--- config.mk ---
export PLATFORM = sky130hd
export DESIGN_NAME = instr_fetch_queue
export DESIGN_NICKNAME = d
export VERILOG_FILES = /design/src/rtl/cpu_pkg.sv /design/src/rtl/ifq_fifo.sv /design/src/rtl/instr_fetch_queue.sv
export SDC_FILE = /design/constraint.sdc
export NUM_CORES = 1
export LEC_CHECK = 0
export CAP_MARGIN = 20
export CELL_PAD_IN_SITES_DETAIL_PLACEMENT = 0
export CELL_PAD_IN_SITES_GLOBAL_PLACEMENT = 1
export CORE_MARGIN = 4
export CORE_UTILIZATION = 41
export CTS_CLUSTER_SIZE = 24
export DETAILED_ROUTE_END_ITERATION = 10
export PLACE_DENSITY_LB_ADDON = 0.1
export RECOVER_POWER = 100
export SLEW_MARGIN = 20
export SYNTH_ARGS = -nofsm -noshare
export SYNTH_HDL_FRONTEND = slang
export SYNTH_SLANG_ARGS = --single-unit
--- constraint.sdc ---
create_clock -name clk -period 2.6 [get_ports clk]
set_clock_uncertainty 0.1 [all_clocks]
set_input_delay 0.26 -clock clk [delete_from_list [all_inputs] [get_ports clk]]
set_output_delay 0.26 -clock clk [all_outputs]
set_load 0.005 [all_outputs]
--- src/rtl/cpu_pkg.sv ---
// Shared core types: opcode constants, XLEN and the fetch queue entry layout.
// Optional field illegal is present only when IFQ_OPCODE_CHECK_EN is defined.
package cpu_pkg;

   localparam int XLEN = 32;

   localparam logic [6:0] OP_R     = 7'b0110011;
   localparam logic [6:0] OP_I     = 7'b0010011;
   localparam logic [6:0] OP_LOAD  = 7'b0000011;
   localparam logic [6:0] OP_STORE = 7'b0100011;
   localparam logic [6:0] OP_LUI   = 7'b0110111;

   typedef struct packed {
      logic [XLEN-1:0] instr;
      logic [XLEN-1:0] pc;
`ifdef IFQ_OPCODE_CHECK_EN
      logic            illegal;
`endif
   } fetch_entry_t;

`ifdef IFQ_OPCODE_CHECK_EN
   function automatic logic opcode_illegal(input logic [6:0] op);
      return !(op inside {OP_R, OP_I, OP_LOAD, OP_STORE, OP_LUI});
   endfunction
`endif

endpackage

--- src/rtl/ifq_fifo.sv ---
// Generic synchronous FIFO, circular pointers, flush and occupancy count.
// Head visible combinationally; write into a full FIFO is the caller's responsibility.
module ifq_fifo #(
   parameter int DEPTH = 4,
   parameter int WIDTH = 64
) (
   input  logic                       clk,
   input  logic                       rstn,
   input  logic                       flush,
   input  logic                       wr_vld,
   input  logic [WIDTH-1:0]           wr_dat,
   input  logic                       rd_rdy,
   output logic [WIDTH-1:0]           rd_dat,
   output logic [$clog2(DEPTH+1)-1:0] count,
   output logic                       full,
   output logic                       empty
);

   localparam int AW = $clog2(DEPTH);
   localparam int CW = $clog2(DEPTH+1);

   logic [WIDTH-1:0] mem [DEPTH];
   logic [AW-1:0]    wr_ptr;
   logic [AW-1:0]    rd_ptr;
   logic [CW-1:0]    cnt;

   // Storage is cleared on reset so the head reads as zero before the first fill.
   always_ff @(posedge clk or negedge rstn) begin
      if (!rstn) begin
         wr_ptr <= '0;
         rd_ptr <= '0;
         cnt    <= '0;
         for (int i = 0; i < DEPTH; i++) begin
            mem[i] <= '0;
         end
      end else if (flush) begin
         wr_ptr <= '0;
         rd_ptr <= '0;
         cnt    <= '0;
      end else begin
         if (wr_vld) begin
            mem[wr_ptr] <= wr_dat;
            wr_ptr      <= wr_ptr + AW'(1);
         end
         if (rd_rdy) begin
            rd_ptr <= rd_ptr + AW'(1);
         end
         case ({wr_vld, rd_rdy})
            2'b10:   cnt <= cnt + CW'(1);
            2'b01:   cnt <= cnt - CW'(1);
            default: cnt <= cnt;
         endcase
      end
   end

   assign rd_dat = mem[rd_ptr];
   assign count  = cnt;
   assign full   = (cnt == CW'(DEPTH));
   assign empty  = (cnt == '0);

endmodule

--- src/rtl/instr_fetch_queue.sv ---
// Fetch PC generator and instruction buffer feeding decode; IFQ_OPCODE_CHECK_EN adds deq_illegal.
// Latency: request to deq_valid is 2 cycles, redirect to deq_valid is 3 cycles.
// Backpressure: issue stalls while count + in-flight reaches DEPTH; redirect blocks issue and dequeue.
module instr_fetch_queue
   import cpu_pkg::*;
#(
   parameter int          DEPTH    = 4,
   parameter logic [31:0] RESET_PC = 32'h0000_0000
) (
   input  logic                       clk,
   input  logic                       rstn,
   output logic                       imem_req,
   output logic [XLEN-1:0]            imem_addr,
   input  logic [XLEN-1:0]            imem_rdata,
   input  logic                       redirect_valid,
   input  logic [XLEN-1:0]            redirect_pc,
   output logic                       deq_valid,
   input  logic                       deq_ready,
   output logic [XLEN-1:0]            deq_instr,
   output logic [XLEN-1:0]            deq_pc,
`ifdef IFQ_OPCODE_CHECK_EN
   output logic                       deq_illegal,
`endif
   output logic [$clog2(DEPTH+1)-1:0] count
);

   localparam int CW = $clog2(DEPTH+1);

   logic [XLEN-1:0] pc_q;
   logic [XLEN-1:0] inflight_pc_q;
   logic            inflight_q;
   logic [CW:0]     occ;
   logic            push;
   logic            pop;
   logic            fifo_full;
   logic            fifo_empty;
   fetch_entry_t    wr_entry;
   fetch_entry_t    head;
   logic            unused_redirect_lsb;

   assign unused_redirect_lsb = ^redirect_pc[1:0];

   // An outstanding read already owns a slot, so it counts against capacity.
   assign occ       = {1'b0, count} + {{CW{1'b0}}, inflight_q};
   assign imem_req  = !redirect_valid && (occ < (CW+1)'(DEPTH));
   assign imem_addr = pc_q;

   always_ff @(posedge clk or negedge rstn) begin
      if (!rstn) begin
         pc_q          <= RESET_PC;
         inflight_q    <= 1'b0;
         inflight_pc_q <= '0;
      end else if (redirect_valid) begin
         pc_q       <= {redirect_pc[XLEN-1:2], 2'b00};
         inflight_q <= 1'b0;
      end else begin
         inflight_q <= imem_req;
         if (imem_req) begin
            pc_q          <= pc_q + 32'd4;
            inflight_pc_q <= pc_q;
         end
      end
   end

   assign push = inflight_q && !redirect_valid;

   always_comb begin
      wr_entry       = '0;
      wr_entry.instr = imem_rdata;
      wr_entry.pc    = inflight_pc_q;
`ifdef IFQ_OPCODE_CHECK_EN
      wr_entry.illegal = opcode_illegal(imem_rdata[6:0]);
`endif
   end

   assign deq_valid = !fifo_empty && !redirect_valid;
   assign pop       = deq_valid && deq_ready;

   ifq_fifo #(
      .DEPTH (DEPTH),
      .WIDTH ($bits(fetch_entry_t))
   ) u_fifo (
      .clk    (clk),
      .rstn   (rstn),
      .flush  (redirect_valid),
      .wr_vld (push),
      .wr_dat (wr_entry),
      .rd_rdy (pop),
      .rd_dat (head),
      .count  (count),
      .full   (fifo_full),
      .empty  (fifo_empty)
   );

   assign deq_instr = head.instr;
   assign deq_pc    = head.pc;
`ifdef IFQ_OPCODE_CHECK_EN
   assign deq_illegal = head.illegal;
`endif

   // Credit accounting must never let a returning word find the buffer full.
   a_no_overflow: assert property (@(posedge clk) disable iff (!rstn) !(push && fifo_full));

endmodule

==> Word level (Yosys, flattened, before mapping) <==
Cells that the tools add are included.
{ "classes": {"add_sub_neg": 6, "order_cmp": 4, "eq_ne": 2, "mux": 15, "bitwise_logic": 3, "n_reduce_logical": 14} }
{ "op_table": {"columns": ["op", "count"], "rows": [
  ["$bwmux 256", 1],
  ["$mux 64", 3],
  ["$bmux 64 s2", 1],
  ["$demux 64 s2", 1],
  ["$mux 32", 2],
  ["$add 32x3->32 const B", 1],
  ["$mux 2", 4],
  ["$ge 3x3->1 const B", 2],
  ["$not 2->3", 2],
  ["$pmux 3 s2", 1],
  ["$reduce_bool 2->1", 3],
  ["$logic_and 1x1->1", 5],
  ["$add 2x1->2 const B", 2],
  ["$add 3x1->4", 1],
  ["$lt 4x3->1 const B", 1],
  ["$reduce_and 2->1", 2],
  ["$add 3x1->3 const B", 1],
  ["$logic_not 3->1", 1],
  ["$lt 3x1->1 const B", 1],
  ["$mux 3", 1],
  ["$reduce_bool 3->1", 1],
  ["$sub 3x1->3 const B", 1],
  ["$eq 2x1->1 const B", 1],
  ["$eq 2x2->1 const B", 1],
  ["3 further kinds", 4]
]} }
{ "totals": {"register_bits": 328, "in_bits": 68, "output_inout_bits": 101, "elab_cells": 54} }

==> Longest topological paths before layout <==
Gate-level depths: netlist (run 1).
{ "logic_depth": {"depth_word": 7, "ltp_mapped": 9, "ltp_nobuf": 7} }

==> By module <==
A second synthesis (run 1) with hierarchy kept.
{ "unflattened": {"hier_cells": 946, "hier_area_um2": 15745.1} }
{ "modules_own_cells": {"columns": ["mod", "n_inst", "cells_per_inst", "area_per_inst_um2", "seq_area_each_um2"], "rows": [
  ["ifq_fifo", 1, 658, 12719.7, 6581.3],
  ["instr_fetch_queue", 1, 288, 3025.4, 1526.5]
]} }

==> Worst setup path before layout (run 1) <==
Ideal clock, no wire load.
{ "synth_timing": {"path_type": "flip-flop to flip-flop", "start": "register u_fifo.cnt[0], in the netlist u_fifo.count[0]", "end": "register u_fifo.cnt[2], in the netlist u_fifo.count[2]", "setup_time_ns": 0.126, "arrival_time_ns": 2.031, "t_required_ns": 2.374, "path_slack_ns": 0.343, "stages_incl_launch_ff": 9, "path_buffers": 2, "period_less_slack_ns": 2.257, "cell_sequence": "dfrtp_1 buf_6 nor3_1 or3_1 buf_2 nor2_1 fa_1 and3_1 o311a_1"} }
{ "synth_via": {"elab_chain_cells": 7, "word_cells_on_any_way": 11, "cone_classes": "add/sub (2); eq/ne (2); mux (2); reduce/logical (5)"} }
{ "synth_rtl": {"columns": ["element", "line", "text"], "rows": [
  ["start: declaration", "ifq_fifo.sv:25", "logic [CW-1:0] cnt;"],
  ["start signal: assignment", "ifq_fifo.sv:49", "2'b10: cnt <= cnt + CW'(1);"],
  ["start signal: assignment", "ifq_fifo.sv:50", "2'b01: cnt <= cnt - CW'(1);"],
  ["start signal: assignment", "ifq_fifo.sv:51", "default: cnt <= cnt;"],
  ["$logic_not 3->1", "ifq_fifo.sv:59", "assign empty = (cnt == '0);"],
  ["$logic_not 1->1", "instr_fetch_queue.sv:76", "assign deq_valid = !fifo_empty && !redirect_valid;"],
  ["$logic_and 1x1->1", "instr_fetch_queue.sv:76", null],
  ["$logic_and 1x1->1", "instr_fetch_queue.sv:77", "assign pop = deq_valid && deq_ready;"],
  ["$eq 2x1->1 or $eq 2x2->1 (tied branches)", "ifq_fifo.sv:48", "case ({wr_vld, rd_rdy})"],
  ["$pmux 3 s2", "ifq_fifo.sv:48", null],
  ["$mux 3", "ifq_fifo.sv:36", "end else if (flush) begin"]
]} }
Parallel ways exist; a longest one is shown, timed or not.
A chain may end at the register's enable or synchronous reset.

==> Final worst setup path (run 1) <==
{ "layout_timing": {"start": "register u_fifo.rd_ptr[0]", "end": "output port deq_pc[16]"} }
{ "layout_via": {"elab_chain_cells": 4} }
{ "layout_rtl": {"columns": ["element", "line", "text"], "rows": [
  ["start: declaration", "ifq_fifo.sv:24", "logic [AW-1:0] rd_ptr;"],
  ["start signal: assignment", "ifq_fifo.sv:46", "rd_ptr <= rd_ptr + AW'(1);"],
  ["$not 2->3 (not written as such)", "ifq_fifo.sv:56", "assign rd_dat = mem[rd_ptr];"],
  ["$bmux 64 s2", "ifq_fifo.sv:56", null],
  ["$mux 64 (not written as such) (2 in series)", "ifq_fifo.sv:56", null],
  ["end: declaration", "instr_fetch_queue.sv:20", "output logic [XLEN-1:0] deq_pc,"]
]} }
Every way passes these cells. The select of a mux whose other input is x is not followed.

==> results of run 1 <==
## cells by family after synthesis
group	after synthesis	share of synthesized area
buffers and inverters	67	0.02293
muxes	343	0.3249
xor gates and xnor gates	12	0.007494
and+or+nand+nor	121	0.04684
adders and majority gates	6	0.005888
other	1	0.0002674
AOI/OAI and AO/OA	59	0.02784
DFF	316	0.5638
## critical path, cell delays in order, from the launching register on
cell and delay [ps]:
sky130_fd_sc_hd__dfrtp_4 500, sky130_fd_sc_hd__buf_4 170, sky130_fd_sc_hd__buf_12 140, sky130_fd_sc_hd__clkbuf_4 130, sky130_fd_sc_hd__mux4_2 450, sky130_fd_sc_hd__dlygate4sd2_1 290
## power groups by stage
| stage | logic (W) | registers, W | clock network [W] |
|---|---|---|---|
| 6_report | 0.00457 | 0.00759 | 0.00508 |
| 5_1_grt | 0.00499 | 0.00781 | 0.00543 |
| 4_1_cts | 0.00478 | 0.00759 | 0.00523 |
| 3_5_place_dp | 0.00482 | 0.00770 | 0 |
| 3_3_place_gp | 0.00474 | 0.00766 | 0 |
| 2_1_floorplan | 0.00289 | 0.00735 | 0 |
## placed cells by master (no fill, tap or decap), types with 17 or more instances in the layout
master,n
sky130_fd_sc_hd__buf_4,21
sky130_fd_sc_hd__a31oi_1,17
sky130_fd_sc_hd__clkbuf_16,37
sky130_fd_sc_hd__o21ai_0,19
sky130_fd_sc_hd__mux2_2,278
sky130_fd_sc_hd__clkdlybuf4s50_1,70
sky130_fd_sc_hd__dlygate4sd3_1,31
sky130_fd_sc_hd__clkbuf_1,19
sky130_fd_sc_hd__nor2_1,25
sky130_fd_sc_hd__mux4_2,62
sky130_fd_sc_hd__dfrtp_1,315
sky130_fd_sc_hd__dlygate4sd2_1,30
sky130_fd_sc_hd__nand2_1,24
## metrics by stage
step	hold WS [ps]	cell area (um^2)	TNS, ps
6_report	232.0	17760	0
5_1_grt	240.3	17760	0
4_1_cts	210.1	17810	-10.28
3_5_place_dp	144.8	16460	0
3_3_place_gp	148.3	16460	0
2_1_floorplan	-135.6	14040	0
## per-layer routing
| layer | global-route usage | up-vias | routed length, um |
|---|---|---|---|
| li1 | - | 3901 | - |
| met1 | 0.2505 | 4485 | 15010 |
| met2 | 0.3068 | 156 | 16700 |
| met3 | 0.03115 | 39 | 1391 |
| met4 | 0.03894 | 0 | 545 |
| met5 | 0 | - | 0 |
## layout make-up
type,count,area (um^2)
fillers,2880,15850
flip-flops and latches,316,7911
multi-input cells,545,5831
repair buffers,230,2245
clock buffers,53,1076
well taps,448,560.5
clock inverters,7,110.1
inverters,8,30.03
## path summary, 6_finish.rpt
| kind | to | slack (ps) | cells after the start |
|---|---|---|---|
| worst max-delay path | deq_pc[16] | 60 | 5 |
| worst min-delay path | imem_addr[15]$_DFFE_PN0N_ | 230 | 3 |
| worst max register to register | imem_addr[27]$_DFFE_PN0N_ | 240 | 4 |
| worst min register to register | u_fifo.mem[26]$_DFFE_PN0P_ | 400 | 1 |
| max in group asynchronous | u_fifo.mem[60]$_DFFE_PN0P_ | 440 | 3 |
| min in group asynchronous | u_fifo.mem[163]$_DFFE_PN0P_ | 600 | 2 |
## repair_timing
item,4_1_cts,5_1_grt
setup endpoints to repair,58,34
hold endpoints to repair,56,0
resized for setup,40,33
hold buffers,2,0
setup buffers,17,9
pin swaps,1,0
## registers in the layout, summed over array words and instances (netlist names)
signal         cells
inflight_q         1
u_fifo.mem       248
imem_addr         30
u_fifo.wr_ptr      2
u_fifo.count       3
inflight_pc_q     30
u_fifo.rd_ptr      2
==> results.md, run 1 <==
- The run finished, with violations left.
- The final reports fail on max-capacitance violations, max-slew violations.
- The most critical setup path has its startpoint at u_fifo.rd_ptr[0]$_DFFE_PN0P_.
- Setup repair after global routing left no endpoint under its margin.
- Headroom to the max-slew limit came out at -0.03577.
- The clock-pin slew of the registers on the worst-case setup and hold paths is 60 ps.
- The overall power consumption is 0.01724 W.
- The distinct cell type count after synthesis is 45.
- During placement, the flow inserted port buffers numbering 162.
- Of the total power, combinational logic draws 0.265.
- A synthesized cell averages 15.16 um^2.
- The path type of the worst min-delay path is input port to flip-flop.
- The startpoint type of the worst setup path is a flip-flop.
- The first global-routing pass estimated 53070 um of wire.
- The global router's overall resource usage is 0.1819.
- Entering global routing, the biggest net connects 69 pins.
- The number of global-route vias before repair is 9102.
- During synthesis, Yosys emitted a total of 0 warnings.
- The worst setup path is captured at a primary output.
- The count of antenna diodes in the layout is 0.
- The filler-free cell count of the finished design is 1607.
- The final hold violation count is 0.
- The overall routed net length is 33650 um.
- The area of the mapped netlist is 14020 um^2.
- The final worst-path cycle share is 0.9781.
- The root buffer selected by CTS is sky130_fd_sc_hd__clkbuf_16.
- Based on the critical path, the design can be clocked at up to 393.2 MHz.
- The clock passes through at most 3 buffers.
- The pre-CTS setup slack is 205.3 ps.
- The first-pass iteration count of the detailed router is 4.
- The critical path data arrival time is 2180 ps.
- The initial core utilization is 0.4172.
- The leakage power summed over all cells is 7.783 nW.
- For the worst setup path, the data required time is 2240 ps.
- The count of routing violations after the opening detailed-route iteration is 326.
- At the pin with the least slew margin, the transition time is 1554 ps.
- The initial antenna violation count is 0.
- The area of the core is 33620 um^2.
- For this run the aggregate overflow at the end of global routing stands at 0.
- The x dimension of the die is 193.0 um.
- The max-slew violation count is 61.
- The count of unresolved DRC violations after routing is 0.
- The most frequent cell after synthesis is sky130_fd_sc_hd__dfrtp_1.
- The H-tree depth is 2.
- 169 I/O pins were placed.
- Once layout is complete, the utilization of the core stands at 0.5284.
- The clock power share is 0.295.
- TritonCTS built the clock tree.
- The synthesis-to-layout area growth is 26.66%.
- The most area-hungry cell type in the Yosys netlist is sky130_fd_sc_hd__dfrtp_1.
- In the final routed layout, each cell accounts on average for 20.94 um.
- The die area is 37230 um^2.
- In this run, CTS created clock tree buffers numbering 36.
- The count of clock tree sinks is 316.
- In the final layout, the share of cells above drive strength 1 is 0.3978.
- The worst-skew pair later-pin latency is 500 ps.
- Of the total power, registers draw 0.440.
- The largest voltage drop on the vdd net is 540.3 uV.
- The worst setup margin is 57.03 ps.
- The type of the worst setup path is flip-flop to primary output.
- The post-detailed-route count of antenna-violating nets is 0.
- The number of standard-cell rows in the floorplan is 67.
- The minimum period implied by the final worst setup slack is 2543 ps.
- Of the synthesized area, sequential elements account for 0.5638.
- The last weighted congestion value of the routability-driven placer is 0.7447.
- The power spent charging and discharging nets is 0.004401 W.
- In this run the worst path has a maximum fanout of 8.
- The top cell type's share of synthesized area is 0.5638.
- The reg-to-reg critical path startpoint is u_fifo.count[0]$_DFFE_PN0P_.
- The setup violation total in the final timing report is 0.
- Counting flops with a built-in enable in the synthesized netlist gives 0.
- The worst hold path begins at redirect_pc[15].
- For this run, asynchronously set or reset flops after synthesis account for 1.000.
- In the synthesized netlist the dominant register cell turns out to be sky130_fd_sc_hd__dfrtp_1.
- The cell count after synthesis came out at 925.
- The post-synthesis sequential element count is 316.
- Cell internal power was estimated by the tool at 0.01284 W.
- The commonest cells after synthesis are sky130_fd_sc_hd__dfrtp_1 (316), sky130_fd_sc_hd__mux2_2 (278), sky130_fd_sc_hd__mux4_2 (62).
- In the post-synthesis netlist, the biggest area contributors are sky130_fd_sc_hd__dfrtp_1 (56%), sky130_fd_sc_hd__mux2_2 (22%), sky130_fd_sc_hd__mux4_2 (10%).
- After legalization and detailed placement, the total HPWL measured 21330 um.
- Of the total power, the share spent switching nets is 0.2553.
- The ratio of total power to cell area is 970.5 nW/um^2.
- The detailed router placed 8581 vias in this run.
- The tool flagged a number of max-cap violations equal to 1.
- At the end of the flow, the number of nets in the layout was 1211.
- The count of placed standard cells including taps is 1519.
- The chip height is 193.0 um.
- Dividing the detail-routed via count by the number of cells gives 5.340.
Note: power is estimated with default switching activity, not from simulation.
==> inputs of run 2 (changes only) <==
- CORE_MARGIN: 4 -> 10
==> results.md, run 2 (synthesis results as in run 1) <==
- The cell with the largest stage delay on the worst path is sky130_fd_sc_hd__mux4_2.
- The routed length per instance is 21.75 um (+3.9%).
- The post-route cell area is 17570 um^2 (-1.1%).
- The post-detailed-route count of antenna-violating nets came to 0 (unchanged).
- The library cell used most frequently in the layout, excluding fill and tap cells, is sky130_fd_sc_hd__dfrtp_1.
- The worst path required time was 2240 ps (about the same).
- In the layout the commonest cells are sky130_fd_sc_hd__dfrtp_1 (313), sky130_fd_sc_hd__mux2_2 (278), sky130_fd_sc_hd__clkdlybuf4s50_1 (76).
- The leakage power summed over all cells was 7.574 nW (-2.7%).
- The worst-skew pair later-pin latency is 500 ps (about the same).
- The number of nets in the layout was 1197 (-1.2%).
- The number of buffer cells added on primary ports is 162 (unchanged).
- The maximum fanout along the worst path came to 11 (+3).
- The flow ran to the end, but the final reports show violations.
- Traced cell by cell, the critical path runs through buf_4, clkbuf_16, mux4_2, dlygate4sd2_1.
- The met3 demand-to-capacity share in global routing is 0.03601 (+0.004865).
- The initial core utilization is 0.4172 (unchanged).
- The TritonCTS clock tree is yes.
- The count of routing violations after the opening detailed-route iteration is 364 (+12%).
- The number of flip-flops in the largest register is 248 (unchanged).
- The x dimension of the die is 205.0 um (+6.2%).
- The critical path data arrival time is 2170 ps (about the same).
- The final reports fail on max-capacitance violations, max-slew violations.
- The biggest cell delay along the critical path is 530 ps (+30 ps).
- The max-slew violation count was 33 (-46%).
- The buffer levels on the longest clock path is 3 (unchanged).
- The minimum period implied by the final worst setup slack is 2527 ps (-16.19 ps).
- The count of unresolved DRC violations after routing came to 0 (unchanged).
- The max-capacitance violation count is 1 (unchanged).
- The slew at the pin closest to its max-slew limit was 1941 ps (+387.7 ps).
- The largest voltage drop on the vdd net is 537.1 uV (-0.60%).
- The largest net degree at the start of global routing is 72 (+4.3%).
- The final worst-path cycle share is 0.9718 (-0.006227).
- The overall routed net length is 34630 um (+2.9%).
- The count of clock tree sinks is 316 (unchanged).
- The maximum clock rate was 395.8 MHz (+0.64%).
- The chip height is 205.0 um (+6.2%).
- The number of clock buffers inserted by TritonCTS was 37 (+2.8%).
- The aggregate negative setup slack is 0 ps (unchanged).
- CTS placed an instance of sky130_fd_sc_hd__clkbuf_16 at the clock tree root.
- The number of global-route vias before repair is 9150 (+0.53%).
- The wire length of the first global-routing pass is 54190 um (+2.1%).
- The total grt overflow was 0 (unchanged).
- The final hold violation count is 0 (unchanged).
- The type of the worst setup path is flip-flop to primary output.
- The initial antenna violation count is 1 (+1).
- The number of vias per cell is 5.376 (+0.68%).
- The worst slew margin relative to its limit is -0.2963 (-0.2606).
- The number of standard-cell rows in the floorplan came to 67 (unchanged).
- The type of element capturing the critical path is a primary output.
- The global-route track usage on met1 is 0.2163 (-0.03422).
- The instance count along the most critical hold path is 3 (unchanged).
- The count of antenna diodes in the layout was 0 (unchanged).
- The depth of the most critical reg-to-reg path is 4 (unchanged).
- The ratio of cells with drive above 1 in the final layout is 0.3899 (-0.007897).
- The area of the core is 33620 um^2 (unchanged).
- The startpoint type of the worst setup path is a flip-flop.
- The path type of the worst min-delay path is input port to flip-flop.
- The die area came to 42000 um^2 (+13%).
- The setup violation total in the final timing report came to 0 (unchanged).
- The count of fill cells added during filler insertion is 2927 (+1.6%).
- The last weighted congestion value of the routability-driven placer is 0.7597 (+2.0%).
- The placed wire-length estimate is 22130 um (+3.7%).
- In this run the most used layer during global routing was met2.
- The global-route met2 utilization is 0.2716 (-0.03527).
- The H-tree depth was 2 (unchanged).
- The number of placed I/O pins came to 169 (unchanged).
- The ratio of total power to cell area is 964.9 nW/um^2 (-0.58%).
- The first-pass iteration count of the detailed router was 4 (unchanged).
- The clock-pin slew of the registers on the worst-case setup and hold paths is 60 ps (about the same).
- The global router's overall resource usage came to 0.1643 (-0.01757).
- Setup repair after global routing left no endpoint under its margin.
- The total number of vias was 8559 (-0.26%).
- The area of placed instances is 16480 um^2 (+0.15%).
- Compared with the post-synthesis result, the final layout area differs by 25.30%.
- u_fifo.mem holds more flip-flops than any other register.
[run 2: cell count changes in the layout (fill, tap and decap cells not counted), sizes merged, moves of 2 or more]
cell,before,now
bufinv,3,1
clkbuf,84,74
clkdlybuf4s15,3,0
clkdlybuf4s25,12,0
clkdlybuf4s50,70,76
clkinv,4,1
dlygate4sd2,30,54
dlymetal6s2s,15,1
[run 2: stage by stage]
step | setup WS [ps] | total power, W | hold WS, ps | instances | util
3_5_place_dp | 134.8 | 0.01256 | 68.64 | 1517 | 0.4904
3_3_place_gp | 167.3 | 0.01242 | 67.92 | 1517 | 0.4904
5_1_grt | 0.4152 | 0.01798 | 216.4 | 1592 | 0.5228
6_report | 73.22 | 0.01696 | 211.4 | 1592 | 0.5228
4_1_cts | 1.540 | 0.01719 | 130.6 | 1581 | 0.5235
2_1_floorplan | 343.2 | 0.01024 | -135.6 | 928 | -
[run 2: path summary, 6_finish.rpt]
| kind | from | endpoint | slack (ps) |
|---|---|---|---|
| setup / recovery | u_fifo.rd_ptr[0]$_DFFE_PN0P_ | deq_instr[11] | 70 |
| hold / removal | redirect_pc[15] | imem_addr[15]$_DFFE_PN0N_ | 210 |
| setup reg to reg | inflight_q$_DFF_PN0_ | u_fifo.mem[205]$_DFFE_PN0P_ | 180 |
| hold reg to reg | u_fifo.mem[87]$_DFFE_PN0P_ | u_fifo.mem[87]$_DFFE_PN0P_ | 400 |
| max in group asynchronous | rstn | u_fifo.mem[204]$_DFFE_PN0P_ | 330 |
| min in group asynchronous | rstn | u_fifo.mem[233]$_DFFE_PN0P_ | 770 |
[run 2: what timing repair did]
| item | CTS | global route |
|---|---|---|
| resized for setup | 57 | 1 |
| gates cloned | 1 | 2 |
| setup endpoints to repair | 58 | 8 |
| buffers inserted | 2 | 9 |
| endpoints found under the hold margin | 267 | 0 |
| hold buffers | 1 | 0 |
[run 2: metal layers]
layer | vias up | share of wire
met5 | - | 0
met4 | 0 | 0.017
met2 | 162 | 0.49
met3 | 45 | 0.049
met1 | 4489 | 0.44
li1 | 3863 | -
[run 2: critical path: cells and delay by family, from the launching register on]
family | cells | cell delay [ps]
buffers and inverters | 3 | 640
multiplexers | 1 | 530
flip-flops | 1 | 490
[run 2: layout make-up]
class                      count  area [um^2]  area share
inverter                       8        30.03    0.001709
clock buffer                  58         1085     0.06173
sequential                   316         7914      0.4503
multi-input combinational    545         5824      0.3314
clock inverter                 2        35.03    0.001994
timing repair buffer         215         2125      0.1209
tap                          448        560.5     0.03190
[run 2: where the power goes]
part	internal [W]	total, W	switching (W)
combinational	0.00296	0.00451	0.00155
sequential	0.00666	0.00760	0.000938
clock	0.00293	0.00485	0.00192
total	0.0126	0.0170	0.00440
==> inputs of run 3 (changes only) <==
- CORE_MARGIN: 10 -> 4
==> results of run 3 <==
Final layout, timing and power as in run 1 (identical DEF).
